### config.mk
export PLATFORM = sky130hd
export DESIGN_NAME = seg7_scan2
export DESIGN_NICKNAME = d
export VERILOG_FILES = /design/src/rtl/seg7_scan2.sv
export SDC_FILE = /design/constraint.sdc
export NUM_CORES = 1
export LEC_CHECK = 0
export CAP_MARGIN = 0
export CELL_PAD_IN_SITES_DETAIL_PLACEMENT = 0
export CELL_PAD_IN_SITES_GLOBAL_PLACEMENT = 1
export CORE_MARGIN = 2
export CORE_UTILIZATION = 42
export CTS_CLUSTER_DIAMETER = 60
export DETAILED_ROUTE_END_ITERATION = 16
export PLACE_DENSITY_LB_ADDON = 0.2
export SLEW_MARGIN = 30
export SYNTH_ARGS = -nofsm -noshare
export SYNTH_HDL_FRONTEND = slang
export SYNTH_SLANG_ARGS = --single-unit
### constraint.sdc
create_clock -name f_crystal -period 2.1 [get_ports f_crystal]
set_input_delay 0.42 -clock f_crystal [delete_from_list [all_inputs] [get_ports f_crystal]]
set_output_delay 0.42 -clock f_crystal [all_outputs]
set_load 0.02 [all_outputs]
### src/rtl/seg7_scan2.sv
// seg7_scan2: two-digit multiplexed 7-segment driver for a 0..15 count with wrap indicator.
module seg7_scan2 #(
  parameter int unsigned SCAN_DIV = 50000,
  parameter int unsigned GAP_CYC  = 500
) (
  input  logic       f_crystal,
  input  logic       rst_n,
  input  logic [3:0] q,
  output logic [1:0] an,
  output logic [6:0] seg,
  output logic       dp_n
);
  typedef enum logic [1:0] {S_ONES, S_GAP0, S_TENS, S_GAP1} state_t;
  localparam logic [19:0] ONES_LAST = 20'(SCAN_DIV - 1);
  localparam logic [19:0] GAP_LAST  = 20'(GAP_CYC - 1);
  state_t      state;
  logic [19:0] phase;
  logic [3:0]  q_hold;
  logic        wrap;
  logic        fresh;
  logic        last;
  logic        tens;
  logic [3:0]  ones;
  function automatic logic [6:0] seg_code(input logic [3:0] d);
    case (d)
      4'd0: seg_code = 7'b1000000;
      4'd1: seg_code = 7'b1111001;
      4'd2: seg_code = 7'b0100100;
      4'd3: seg_code = 7'b0110000;
      4'd4: seg_code = 7'b0011001;
      4'd5: seg_code = 7'b0010010;
      4'd6: seg_code = 7'b0000010;
      4'd7: seg_code = 7'b1111000;
      4'd8: seg_code = 7'b0000000;
      4'd9: seg_code = 7'b0010000;
      default: seg_code = 7'h7F;
    endcase
  endfunction
  always_comb begin
    last = phase == ((state == S_ONES || state == S_TENS) ? ONES_LAST : GAP_LAST);
    tens = q_hold >= 4'd10;
    ones = tens ? q_hold - 4'd10 : q_hold;
  end
  // fresh marks the first cycle out of reset, which counts as a new S_ONES entry with outputs still dark
  always_ff @(posedge f_crystal) begin
    if (!rst_n) begin
      state  <= S_ONES;
      phase  <= '0;
      q_hold <= '0;
      wrap   <= 1'b0;
      fresh  <= 1'b1;
      an     <= 2'b11;
      seg    <= 7'h7F;
      dp_n   <= 1'b1;
    end else begin
      fresh <= 1'b0;
      if (fresh || (last && state == S_GAP1)) begin
        state  <= S_ONES;
        phase  <= '0;
        q_hold <= q;
        wrap   <= (q_hold == 4'd15 && q == 4'd0) ? 1'b1 : (q != 4'd0 ? 1'b0 : wrap);
      end else if (last) begin
        state <= state_t'(state + 2'd1);
        phase <= '0;
      end else begin
        phase <= phase + 20'd1;
      end
      an   <= fresh ? 2'b11 : state == S_ONES ? 2'b10 : (state == S_TENS && tens) ? 2'b01 : 2'b11;
      seg  <= fresh ? 7'h7F : state == S_ONES ? seg_code(ones) : (state == S_TENS && tens) ? seg_code(4'd1) : 7'h7F;
      dp_n <= !(state == S_ONES && wrap && !fresh);
    end
  end
endmodule
# After elaboration in Yosys (flattened, before gate mapping)
# Memory sizes are Yosys's and may differ from the RTL's.
# Index checks and enable logic that the tools add are counted.
# totals
ff_bits	38
mem_bits_ro	112
inputBits	6
output_inout_bits	10
n_memories	1
# op_classes
addsub	3
n_lt_le_gt_ge	1
n_eq_ne	4
n_mux	9
bitwise	1
n_reduce_logical	18
# memory_table
name	depth	width	read_ports	rd_clocked_by_memory_dff	wr	line_no	source
(no name shown)	16	7	1	0	0	25	case (d)
# ops
op	count
20-bit by 1-bit adder with 20-bit output (second input constant)	1
20-bit by 16-bit == test with 1-bit output	1
16-bit 2-to-1 mux	1
7-bit 2-to-1 mux	1
3-bit OR reduction	2
1-bit logical AND	5
2-bit == test (second input constant)	2
4-bit == test (second input constant)	1
4-bit greater-or-equal comparator (second input constant)	1
4-bit logical NOT	1
1-bit 2-to-1 mux	4
4-bit 2-to-1 mux	1
4-bit nonzero test	1
2-bit OR reduction	2
4-bit subtractor (second input constant)	1
3-bit 2-to-1 mux	1
2-bit by 1-bit adder with 2-bit output (second input constant)	1
1-bit logical NOT	2
2-bit logical NOT	1
1-bit logical OR	2
2-bit 2-to-1 mux	1
2-bit AND reduction	1
2-bit nonzero test	1
1-bit inverter	1

# Longest topological paths before layout
# logic_depth
ltp_word	7
mapped_depth	8
depth_no_buf	7

# Least setup slack after synthesis
# No wires, ideal clock.
# synth_timing
path_kind	register -> register
from	register phase[5]
to	register wrap
t_arrival_ns	1.777
required_ns	1.985
path_slack_ns	0.208
stages_incl_launch_ff	6
path_buffers	0
period_less_slack_ns	1.892
path_cell_list	dfxtp_1 or4b_1 or3_4 a211oi_4 o22ai_1 o21a_1
# synth_between
elab_chain_len	4
# synth_lines
element	line_no	source
start, declared	17	logic [19:0] phase;
start signal, assigned	66	phase <= phase + 20'd1;
20-bit by 16-bit == test with 1-bit output	40	last = phase == ((state == S_ONES || state == S_TENS) ? ONES_LAST : GAP_LAST);
1-bit logical AND	57	if (fresh || (last && state == S_GAP1)) begin
1-bit logical OR	57	
2-bit AND reduction (no source line)	n/a	
end signal, assigned	61	wrap <= (q_hold == 4'd15 && q == 4'd0) ? 1'b1 : (q != 4'd0 ? 1'b0 : wrap);
end, declared	19	logic wrap;
# No other way between the ends.
# A chain may end at the register's enable or synchronous reset.

# Worst setup path after layout
# Same ends and word-level chain as after synthesis.

==> impl_metrics.env <==
export IMPL_status="completed"
export IMPL_vias=1447
export IMPL_synthSimpleGateAreaFrac=0.260
export IMPL_fp_dieH_um=68.7
export IMPL_power_frac_clock=0.373
export IMPL_overflow=0
export IMPL_path_buf_inv=1
export IMPL_vdd_drop_max_v=0.000313
export IMPL_max_slew_worst_pin_slew_ns=0.427
export IMPL_fmaxAchievable_mhz=493
export IMPL_grt_pass1_wl_um=6130
export IMPL_nFillCells=413
export IMPL_drtIter0Drc=57
export IMPL_crit_chain="or4b_1, or3_4, a211oi_4, buf_4, o22ai_1, o21a_1"
export IMPL_final_common_cell="dfxtp_1"
export IMPL_cp_required_ns=2.29
export IMPL_diodes=0
export IMPL_synth_edf_count=0
export IMPL_ff2ff_path_depth=6
export IMPL_pwr_share_seq=0.542
export IMPL_hold_violations=0
export IMPL_hold_depth=1
export IMPL_ff2ff_setup_slack_ns=0.07
export IMPL_netlist_area_um2=1760
export IMPL_grt_max_degree=21
export IMPL_synthToLayoutAreaGrowth_pct=19.1
export IMPL_combPwrFrac=0.086
export IMPL_gr_usage_met1=0.184
export IMPL_critPathTopFamily="simple AND/OR/NAND/NOR gates"
export IMPL_grt_antenna_before_repair=0
export IMPL_wl_per_cell_um=12.7
export IMPL_cap_violations=0
export IMPL_layout_drive_gt1_share=0.0746
export IMPL_drt_pass1_iter_count=4
export IMPL_ys_seq_area_frac=0.432
export IMPL_rr_endpoint="wrap"
export IMPL_cts_sinks=38
export IMPL_synthCells=204
export IMPL_synth_compound_area_frac=0.112
export IMPL_power_total_uw=1390
export IMPL_synthFlopType="dfxtp_1"
export IMPL_slowest_stage="or4b_1"
export IMPL_cts_tree="built"
export IMPL_switchingPower_uw=329
export IMPL_coreArea_um2=4030
export IMPL_port_buffer_count=15
export IMPL_initial_utilization=0.437
export IMPL_hold_path_startpoint="wrap"
export IMPL_final_cell_mix="38 x dfxtp_1, 32 x nor2_1, 15 x clkdlybuf4s50_1"
export IMPL_cts_setup_buffers=0
export IMPL_num_rows=23
export IMPL_fin_nets=241
export IMPL_hold_class="reg2reg"
export IMPL_timing_slew_headroom=0.714
export IMPL_finalNonFillerCells=278
export IMPL_clk_pin_slew_ns=0.07
export IMPL_yosysWarnings=0
export IMPL_die_area_um2=4720
export IMPL_crit_fanout=9
export IMPL_synth_top_area_cell="dfxtp_1"
export IMPL_p_int_uw=1060
export IMPL_rsz0062_at_grt="no"
export IMPL_ys_ff_latch=38
export IMPL_placed_area_um2=2000
export IMPL_period_share=0.965
export IMPL_crit_path_end_kind="flop"
export IMPL_met3_usage=0.0390
export IMPL_synthDominantCellAreaShare=0.432
export IMPL_dp_cells=269
export IMPL_min_period_ns=2.03
export IMPL_hold_path_end="dp_n"
export IMPL_place_congestion=0.794
export IMPL_ctsHtreeMaxLevel=2
export IMPL_cts_buffers_inserted=5
export IMPL_synthXorXnorAreaFrac=0.0896
export IMPL_ys_async_sr_fraction=0
export IMPL_dp_hpwl_um=2700
export IMPL_drt_wl_total_um=3520
export IMPL_fin_tns_setup_ns=0
export IMPL_power_density_nw_per_um2=662
export IMPL_cts_resized=0
export IMPL_cts_root_buf="clkbuf_8"
export IMPL_rr_startpoint="phase[5]"
export IMPL_fin_skew_ns=0.00664
export IMPL_grt_pass1_vias=1397
export IMPL_drv_slew=0
export IMPL_power_leakage_uw=0.000730
export IMPL_start_kind="flop"
export IMPL_yosysUniqueCellTypes=42
export IMPL_synthMuxAreaShare=0.0114
export IMPL_busiest_layer="met2"
export IMPL_io_pins=16
export IMPL_fin_area_um2=2100
export IMPL_setup_viol_count_final=0
export IMPL_swShare=0.237
export IMPL_critical_path_max_stage_delay_ns=0.52
export IMPL_path_class="reg2reg"
export IMPL_avgSynthCellArea_um2=8.62
export IMPL_grt_util_met2=0.329
export IMPL_grt_usage=0.177
export IMPL_die_w_um=68.7
export IMPL_synthTopCellsByArea="dfxtp_1 43%, nor2_1 6.8%, ha_1 5.7%, xnor2_1 5.5%, xor2_1 3.5%"
export IMPL_vias_per_cell=5.21
export IMPL_whs_ns=0.386
export IMPL_hold_buffers=0
export IMPL_clk_latency_ns=0.29
export IMPL_synth_top_family_by_area="simple AND/OR/NAND/NOR gates"
export IMPL_arrival_ns=2.22
export IMPL_ant_nets=0
export IMPL_drc_errors=0
export IMPL_clockBufferDepth=2
export IMPL_syn_num_nets=218
export IMPL_synthAdderAreaFrac=0.0569
==> synthesized netlist by cell type (all sizes together), types with 3 or more instances <==
| library cell | n |
|---|---|
| nand3 | 8 |
| or3 | 5 |
| a21oi | 9 |
| nand2 | 14 |
| ha | 8 |
| nor4 | 3 |
| dfxtp | 38 |
| nor2 | 33 |
| nor3 | 10 |
| xnor2 | 11 |
| o21ai | 8 |
| inv | 13 |
| nand4 | 4 |
| xor2 | 7 |
| o21a | 4 |
==> power groups by stage <==
stage | sequential [uW] | clock, uW | combinational [uW]
2_1_floorplan | 776 | 0 | 59.4
3_3_place_gp | 767 | 0 | 118
3_5_place_dp | 768 | 0 | 120
4_1_cts | 751 | 531 | 121
5_1_grt | 754 | 566 | 133
6_report | 751 | 517 | 119
==> logic make-up (layout without fill, tap and decap cells) <==
kind of cell	count (synthesis)	in the layout
mux	2	2
compound gates	30	30
xor+xnor	18	18
simple gates	91	91
fa+ha+maj	8	8
buf+inv	17	41
flops	38	38
==> sequential cells by signal (all words and copies together) (netlist names) <==
| signal | cells |
|---|---|
| dp_n | 1 |
| phase | 20 |
| an | 2 |
| fresh | 1 |
| q_hold | 4 |
| seg | 7 |
| state | 2 |
| wrap | 1 |
==> stage by stage <==
stage          setup slack (ns)  utilization
3_5_place_dp             0.0610        0.496
3_3_place_gp              0.101        0.496
4_1_cts                  0.0339        0.518
2_1_floorplan             0.208            -
5_1_grt                  0.0224        0.520
6_report                 0.0726        0.520
==> worst register-to-register path, cell delays in order (launching register included) <==
cell and delay (ns):
dfxtp_1 0.36, or4b_1 0.52, or3_4 0.43, a211oi_4 0.23, buf_4 0.19, o22ai_1 0.08, o21a_1 0.11
==> area by class of cell <==
type	count	area, um2	area share
clock buffer	7	86.3	0.0412
clock inverter	1	5.00	0.00239
inverter	13	48.8	0.0233
multi-input combinational	149	932	0.445
sequential	38	761	0.363
tap	50	62.6	0.0299
timing repair buffer	20	200	0.0955
==> layer usage <==
| layer | part of all wire | routed length [um] | vias up |
|---|---|---|---|
| met5 | 0 | 0 | - |
| met4 | 0.023 | 82 | 0 |
| met3 | 0.025 | 88 | 8 |
| met2 | 0.54 | 1890 | 17 |
| met1 | 0.41 | 1460 | 683 |
| li1 | - | - | 739 |
==> worst max path at each step <==
stage / startpoint / slack [ns] / cells past startpoint / end
after floorplan: phase[5] / 0.21 / 5 / wrap
after global placement: phase[5] / 0.10 / 5 / wrap
after detailed placement: phase[5] / 0.06 / 5 / wrap
after CTS: phase[5] / 0.03 / 5 / wrap
after global routing: phase[5] / 0.02 / 6 / wrap
final: phase[5] / 0.07 / 6 / wrap
(Power assumes the default switching activity.)
